--- src/rtl/l2_response_receiver_pkg.sv ---
// Shared L2 response bus definitions: op codes, unit codes and the decoded entry layout.
// Imported by l2_response_fifo users and l2_response_receiver.
package l2_response_receiver_pkg;

   localparam int NUM_CORES        = 2;
   localparam int CORE_INDEX_WIDTH = 1;
   localparam int ADDR_WIDTH       = 26;
   localparam int LINE_WIDTH       = 512;

   localparam logic [1:0] L2RSP_LOAD_ACK    = 2'd0;
   localparam logic [1:0] L2RSP_STORE_ACK   = 2'd1;
   localparam logic [1:0] L2RSP_DINVALIDATE = 2'd2;
   localparam logic [1:0] L2RSP_IINVALIDATE = 2'd3;

   localparam logic [1:0] UNIT_ICACHE = 2'd0;
   localparam logic [1:0] UNIT_DCACHE = 2'd1;
   localparam logic [1:0] UNIT_STBUF  = 2'd2;

   // One queued packet after decode; the action bits are exactly the strobes it fires.
   typedef struct packed {
      logic                  icache_fill;
      logic                  icache_inval;
      logic                  dcache_fill;
      logic                  dcache_update;
      logic                  dcache_inval;
      logic                  store_ack;
      logic                  load_wake;
      logic                  wake_unit;
      logic [1:0]            strand;
      logic                  status;
      logic [ADDR_WIDTH-1:0] address;
      logic [1:0]            way;
      logic [LINE_WIDTH-1:0] data;
   } rsp_entry_t;

   localparam int ENTRY_WIDTH = $bits(rsp_entry_t);

endpackage

--- src/rtl/l2_response_fifo.sv ---
// Generic-width synchronous FIFO with occupancy count and full/empty flags.
// An enqueue into a full FIFO is taken only when a dequeue happens in the same cycle.
module l2_response_fifo #(
   parameter int WIDTH = 8,
   parameter int DEPTH = 4
) (
   input  logic                     clk,
   input  logic                     reset,
   input  logic                     enq,
   input  logic                     deq,
   input  logic [WIDTH-1:0]         wr_data,
   output logic [WIDTH-1:0]         rd_data,
   output logic [$clog2(DEPTH):0]   count,
   output logic                     full,
   output logic                     empty
);

   localparam int PTR_W = $clog2(DEPTH);
   localparam int CNT_W = PTR_W + 1;

   logic [WIDTH-1:0] mem [DEPTH];
   logic [PTR_W-1:0] wr_ptr;
   logic [PTR_W-1:0] rd_ptr;
   logic             do_enq;
   logic             do_deq;

   assign full    = (count == CNT_W'(DEPTH));
   assign empty   = (count == '0);
   assign do_deq  = deq & ~empty;
   assign do_enq  = enq & (~full | do_deq);
   assign rd_data = mem[rd_ptr];

   always_ff @(posedge clk or posedge reset) begin
      if (reset) begin
         wr_ptr <= '0;
         rd_ptr <= '0;
         count  <= '0;
      end else begin
         if (do_enq) wr_ptr <= wr_ptr + PTR_W'(1);
         if (do_deq) rd_ptr <= rd_ptr + PTR_W'(1);
         count <= count + CNT_W'(do_enq) - CNT_W'(do_deq);
      end
   end

   // Storage is left unreset; consumers qualify the head with empty.
   always_ff @(posedge clk) begin
      if (do_enq) mem[wr_ptr] <= wr_data;
   end

endmodule

--- src/rtl/l2_response_receiver.sv ---
// Core-side L2 response receiver: decodes relevant packets, queues them in order and dispatches them.
// Optional macro L2RSP_OVERFLOW_CHECK_EN builds a sticky overflow_err flag for dropped packets.
module l2_response_receiver
   import l2_response_receiver_pkg::*;
#(
   parameter int CORE_ID    = 0,
   parameter int FIFO_DEPTH = 4,
   parameter int SET_BITS   = 6
) (
   input  logic                          clk,
   input  logic                          reset,
   input  logic                          l2rsp_valid,
   input  logic                          l2rsp_status,
   input  logic [CORE_INDEX_WIDTH-1:0]   l2rsp_core,
   input  logic [1:0]                    l2rsp_unit,
   input  logic [1:0]                    l2rsp_strand,
   input  logic [1:0]                    l2rsp_op,
   input  logic [NUM_CORES-1:0]          l2rsp_update,
   input  logic [NUM_CORES*2-1:0]        l2rsp_way,
   input  logic [ADDR_WIDTH-1:0]         l2rsp_address,
   input  logic [LINE_WIDTH-1:0]         l2rsp_data,
   input  logic                          dcache_wr_ready,
   output logic [SET_BITS-1:0]           rsp_set,
   output logic [ADDR_WIDTH-SET_BITS-1:0] rsp_tag,
   output logic [1:0]                    rsp_way,
   output logic [LINE_WIDTH-1:0]         rsp_data,
   output logic                          icache_fill,
   output logic                          icache_inval,
   output logic                          dcache_fill,
   output logic                          dcache_update,
   output logic                          dcache_inval,
   output logic                          store_ack_valid,
   output logic [1:0]                    store_ack_strand,
   output logic                          store_ack_status,
   output logic                          load_wake_valid,
   output logic                          load_wake_unit,
   output logic [1:0]                    load_wake_strand,
   output logic                          overflow_err
);

   localparam int CNT_W = $clog2(FIFO_DEPTH) + 1;

   rsp_entry_t       decoded;
   rsp_entry_t       head;
   logic             mine;
   logic             upd;
   logic             has_action;
   logic             accept;
   logic             dequeue;
   logic             head_valid;
   logic             fifo_full;
   logic             fifo_empty;
   logic [CNT_W-1:0] fifo_count;

   assign mine = (l2rsp_core == CORE_INDEX_WIDTH'(CORE_ID));
   assign upd  = l2rsp_update[CORE_ID];

   always_comb begin
      decoded         = '0;
      decoded.strand  = l2rsp_strand;
      decoded.status  = l2rsp_status;
      decoded.address = l2rsp_address;
      decoded.way     = l2rsp_way[CORE_ID*2 +: 2];
      decoded.data    = l2rsp_data;
      case (l2rsp_op)
         L2RSP_LOAD_ACK: begin
            if (mine && l2rsp_unit == UNIT_ICACHE) begin
               decoded.icache_fill = 1'b1;
               decoded.load_wake   = 1'b1;
            end else if (mine && l2rsp_unit == UNIT_DCACHE) begin
               decoded.dcache_fill = 1'b1;
               decoded.load_wake   = 1'b1;
               decoded.wake_unit   = 1'b1;
            end
         end
         L2RSP_STORE_ACK: begin
            decoded.dcache_update = upd;
            decoded.store_ack     = mine;
         end
         L2RSP_DINVALIDATE: begin
            decoded.dcache_inval = upd;
            decoded.store_ack    = mine;
            decoded.status       = 1'b1;
         end
         default: begin
            decoded.icache_inval = 1'b1;
            decoded.store_ack    = mine;
            decoded.status       = 1'b1;
         end
      endcase
   end

   assign has_action = decoded.icache_fill | decoded.icache_inval | decoded.dcache_fill |
                       decoded.dcache_update | decoded.dcache_inval | decoded.store_ack;
   assign accept     = l2rsp_valid & has_action & (~fifo_full | dequeue);

   l2_response_fifo #(
      .WIDTH (ENTRY_WIDTH),
      .DEPTH (FIFO_DEPTH)
   ) u_fifo (
      .clk     (clk),
      .reset   (reset),
      .enq     (accept),
      .deq     (dequeue),
      .wr_data (decoded),
      .rd_data (head),
      .count   (fifo_count),
      .full    (fifo_full),
      .empty   (fifo_empty)
   );

   // Entries carrying an array write wait for the dcache port; everything else leaves immediately.
   assign head_valid = ~fifo_empty;
   assign dequeue    = head_valid & (~(head.dcache_fill | head.dcache_update) | dcache_wr_ready);

   assign icache_fill      = dequeue & head.icache_fill;
   assign icache_inval     = dequeue & head.icache_inval;
   assign dcache_fill      = dequeue & head.dcache_fill;
   assign dcache_update    = dequeue & head.dcache_update;
   assign dcache_inval     = dequeue & head.dcache_inval;
   assign store_ack_valid  = dequeue & head.store_ack;
   assign store_ack_strand = dequeue ? head.strand : 2'b00;
   assign store_ack_status = dequeue & head.status;
   assign load_wake_valid  = dequeue & head.load_wake;
   assign load_wake_unit   = dequeue & head.wake_unit;
   assign load_wake_strand = dequeue ? head.strand : 2'b00;

   assign rsp_set  = head_valid ? head.address[SET_BITS-1:0] : '0;
   assign rsp_tag  = head_valid ? head.address[ADDR_WIDTH-1:SET_BITS] : '0;
   assign rsp_way  = head_valid ? head.way : 2'b00;
   assign rsp_data = head_valid ? head.data : '0;

`ifdef L2RSP_OVERFLOW_CHECK_EN
   logic drop;
   assign drop = l2rsp_valid & has_action & (fifo_count == CNT_W'(FIFO_DEPTH)) & ~dequeue;

   // Sticky until reset so software can see that a response was ever lost.
   always_ff @(posedge clk or posedge reset) begin
      if (reset)     overflow_err <= 1'b0;
      else if (drop) overflow_err <= 1'b1;
   end
`else
   assign overflow_err = 1'b0;
`endif

endmodule

--- config.mk ---
export PLATFORM = sky130hd
export DESIGN_NAME = l2_response_receiver
export DESIGN_NICKNAME = d
export VERILOG_FILES = /design/src/rtl/l2_response_receiver_pkg.sv /design/src/rtl/l2_response_fifo.sv /design/src/rtl/l2_response_receiver.sv
export SDC_FILE = /design/constraint.sdc
export NUM_CORES = 2
export LEC_CHECK = 0
export ABC_AREA = 1
export BUFFER_PORTS_ARGS = -buffer_cell sky130_fd_sc_hd__buf_2
export CAP_MARGIN = 40
export CELL_PAD_IN_SITES_DETAIL_PLACEMENT = 2
export CELL_PAD_IN_SITES_GLOBAL_PLACEMENT = 2
export CORE_MARGIN = 2
export CORE_UTILIZATION = 36
export CTS_CLUSTER_SIZE = 28
export DETAILED_ROUTE_END_ITERATION = 12
export HOLD_SLACK_MARGIN = 0.1
export PLACE_DENSITY = 0.72
export SLEW_MARGIN = 15
export SYNTH_ARGS = -nofsm -noshare
export SYNTH_HDL_FRONTEND = slang
export SYNTH_SLANG_ARGS = --single-unit
--- constraint.sdc ---
create_clock -name clk -period 26.7 [get_ports clk]
set_clock_uncertainty 0.15 [all_clocks]
set_input_delay 0 -clock clk [delete_from_list [all_inputs] [get_ports clk]]
set_output_delay 0 -clock clk [all_outputs]
set_load 0.1 [all_outputs]
==> metrics.txt <==
status finished clean; CP Class reg -> reg; syn nets 7125; Post-synth ARST share 0.317%; Tcrit/Tclk final 26.0%; worst min-delay path class in -> reg; Layout fillers 22.6k; RR Startpoint u_fifo.rd_ptr[1]; Hold Path Origin l2rsp_op[0]; Worst Path Max Fanout 54; mean post-synth cell area 13.0 um^2; 1st-iter DRT viols 5621; final hold vios 0; worst hold endpoint u_fifo.mem[1][544]; R2R setup slack 19.76 ns; Worst R2R Path Depth 13; First-pass DRT Iterations 5; H-tree Lvls 4; Hold Path Stages 5; Yosys reg bits 2207; commonest register cell after synthesis edfxtp_1; achievable frequency 0.144 GHz; gr usage total 30.2%; Max-slew headroom 13.5%; Total Routed Length 382000 um; Initial Util 36.2%; post-synth top area share 77.7%; area leader, netlist edfxtp_1; cts bufs inserted 232; Setup crit start kind register; CTS sink cnt 2207; Clock Latency Late Sink 0.87 ns; EDFF count, synth 2200; worst hold slack 0.209 ns; Post-Syn Area 0.0850 mm^2; core area 0.235 mm^2; Clock Pin Slew Worst Setup and Hold Paths 0.06 ns; synth cell count leaders 2205 x nor2_1, 2200 x edfxtp_1, 890 x o21ai_0; IO Port Bufs 1105; vias in the first global route 73.7k; dominant cells by area after synthesis edfxtp_1 78%, nor2_1 9.7%, o21ai_0 5.2%; RSZ-0062 raised after global routing false; Worst Path Arrival 7.29 ns; yosys warns 0; vias per cell 5.46; Layout Cells excl Fill 12.1k; post-synthesis sequential area ratio 77.9%; Routed WL per cell 31.4 um; Post-DP Area 0.0942 mm^2; share of cells above drive strength 1 17.6%; Die X-Extent 490 um; TritonCTS clock tree done; Final #Nets 9268; GP Congestion 0.807; fin. max-slew vios 0; worst-margin pin slew 1.30 ns; DP HPWL 190000 um; CTS max path bufs 3; count of cells resized by post-cts repair 0; number of distinct library cells after synthesis 25; max-cap violation count 0; fin crit period 6.94 ns; Post-CTS Setup Repair Bufs 0; IO Pins 1110; final std cell area, no fill 0.113 mm^2; die height 490 um; most common cell in the netlist nor2_1; Post-Route Setup TNS 0 ns; drc violations 0; CP Data Required Time 27.05 ns; Routed Antenna Nets 0; largest net degree at the start of global routing 228; Cells after Synth 6562; # rows 178; GRT overflow 0; area grow syn2layout 33.2%; initial antenna violation count 113; first-pass GRT wire length 539000 um; die area 0.240 mm^2; CTS Root Cell clkbuf_16; DP Cell Count 10.5k; Setup violations, final 0; Crit Reg-Reg Endpoint u_fifo.mem[2][371]; Via Count 66.3k; crit end category register
## critical path: stages (launching register included)
cell and delay (ns):
dfrtp_4 0.98, buf_4 0.48, buf_16 0.27, nand3_1 0.14
nand2_1 0.13, nand2_1 0.12, nand3_1 0.16, nand2_1 0.31
nor2_4 0.43, buf_16 0.22, buf_4 0.63, buf_4 0.78
buf_4 0.73, buf_4 0.79
## kinds of logic (layout without fill, tap and decap cells)
| kind of cell | count (synthesis) | after routing | synth area share, % |
|---|---|---|---|
| flops | 2207 | 2207 | 77.9 |
| xor+xnor | 3 | 3 | 0.0309 |
| fa+ha+maj | 7 | 7 | 0.112 |
| buf+inv | 454 | 2786 | 2.27 |
| compound gates | 1647 | 1647 | 9.73 |
| other cells | 1 | 103 | 0.00441 |
| simple gates | 2243 | 2243 | 9.93 |
## flip-flops by register name, summed over array words and instances (netlist names)
signal         flops
u_fifo.count       3
u_fifo.mem      2200
u_fifo.wr_ptr      2
u_fifo.rd_ptr      2
## cells in the final DEF, fill, tap and decap left out, types with 2 or more instances in the layout
master            n
buf_4            76
dfrtp_1           5
inv_8             2
o21ai_0         890
dlygate4sd3_1  1111
xnor2_1           2
clkinv_16         4
clkbuf_1         55
dfrtp_4           2
clkinv_2         39
clkinvlp_4        8
clkbuf_16       239
diode_2         102
nand3_1           7
buf_2          1105
clkinv_1         54
buf_12           17
ha_1              6
nor2_1         2201
nor2_4            4
inv_6             4
edfxtp_1       2200
nand2_1          27
o21ai_1         208
a21oi_1         541
buf_16           31
a21oi_2           8
inv_1            21
bufinv_16        18
## worst max-delay path by stage
stage	end	from	slack [ns]	cells past startpoint
finish	u_fifo.mem[2][371]	u_fifo.rd_ptr[1]	19.76	13
global route	u_fifo.mem[2][340]	u_fifo.rd_ptr[1]	19.47	13
CTS	u_fifo.mem[2][364]	u_fifo.rd_ptr[1]	19.84	13
detailed placement	u_fifo.mem[2][363]	u_fifo.rd_ptr[1]	19.88	13
global placement	u_fifo.mem[2][363]	u_fifo.rd_ptr[1]	19.45	11
floorplan	u_fifo.mem[0][0]	u_fifo.rd_ptr[0]	1.13	11
## repair_timing
| action | 4_1_cts | 5_1_grt |
|---|---|---|
| hold buffers | 1111 | 0 |
| hold endpoints to repair | 2228 | 0 |
| endpoints found under the setup margin | 0 | 0 |
## final cells by class
cell class	instances	area, um^2	area share, %
Inverter	23	101	0.0895
Antenna cell	102	255	0.225
Sequential cell	2207	66200	58.5
Timing Repair Buffer	2340	18400	16.3
Clock inverter	129	1180	1.04
Multi-Input combinational cell	3901	16900	14.9
Tap cell	3150	3940	3.48
Clock buffer	294	6190	5.47
## through the flow
step	setup slack, ns	util (%)
global route	19.47	48.2
floorplan	1.13	-
detailed placement	19.88	40.1
global placement	19.45	39.8
CTS	19.84	48.0
finish	19.76	48.2
## routing by layer
| layer | vias up | GRT usage [%] | wire length [um] |
|---|---|---|---|
| li1 | 27800 | - | - |
| met1 | 34800 | 34.5 | 139000 |
| met2 | 2770 | 53.6 | 196000 |
| met3 | 872 | 6.40 | 24100 |
| met4 | 58 | 14.8 | 21500 |
| met5 | - | 0 | 390 |
Power is left out: the tool's default activity adds up to more than one toggle a clock period on the data nets, which glitch-free logic cannot reach.
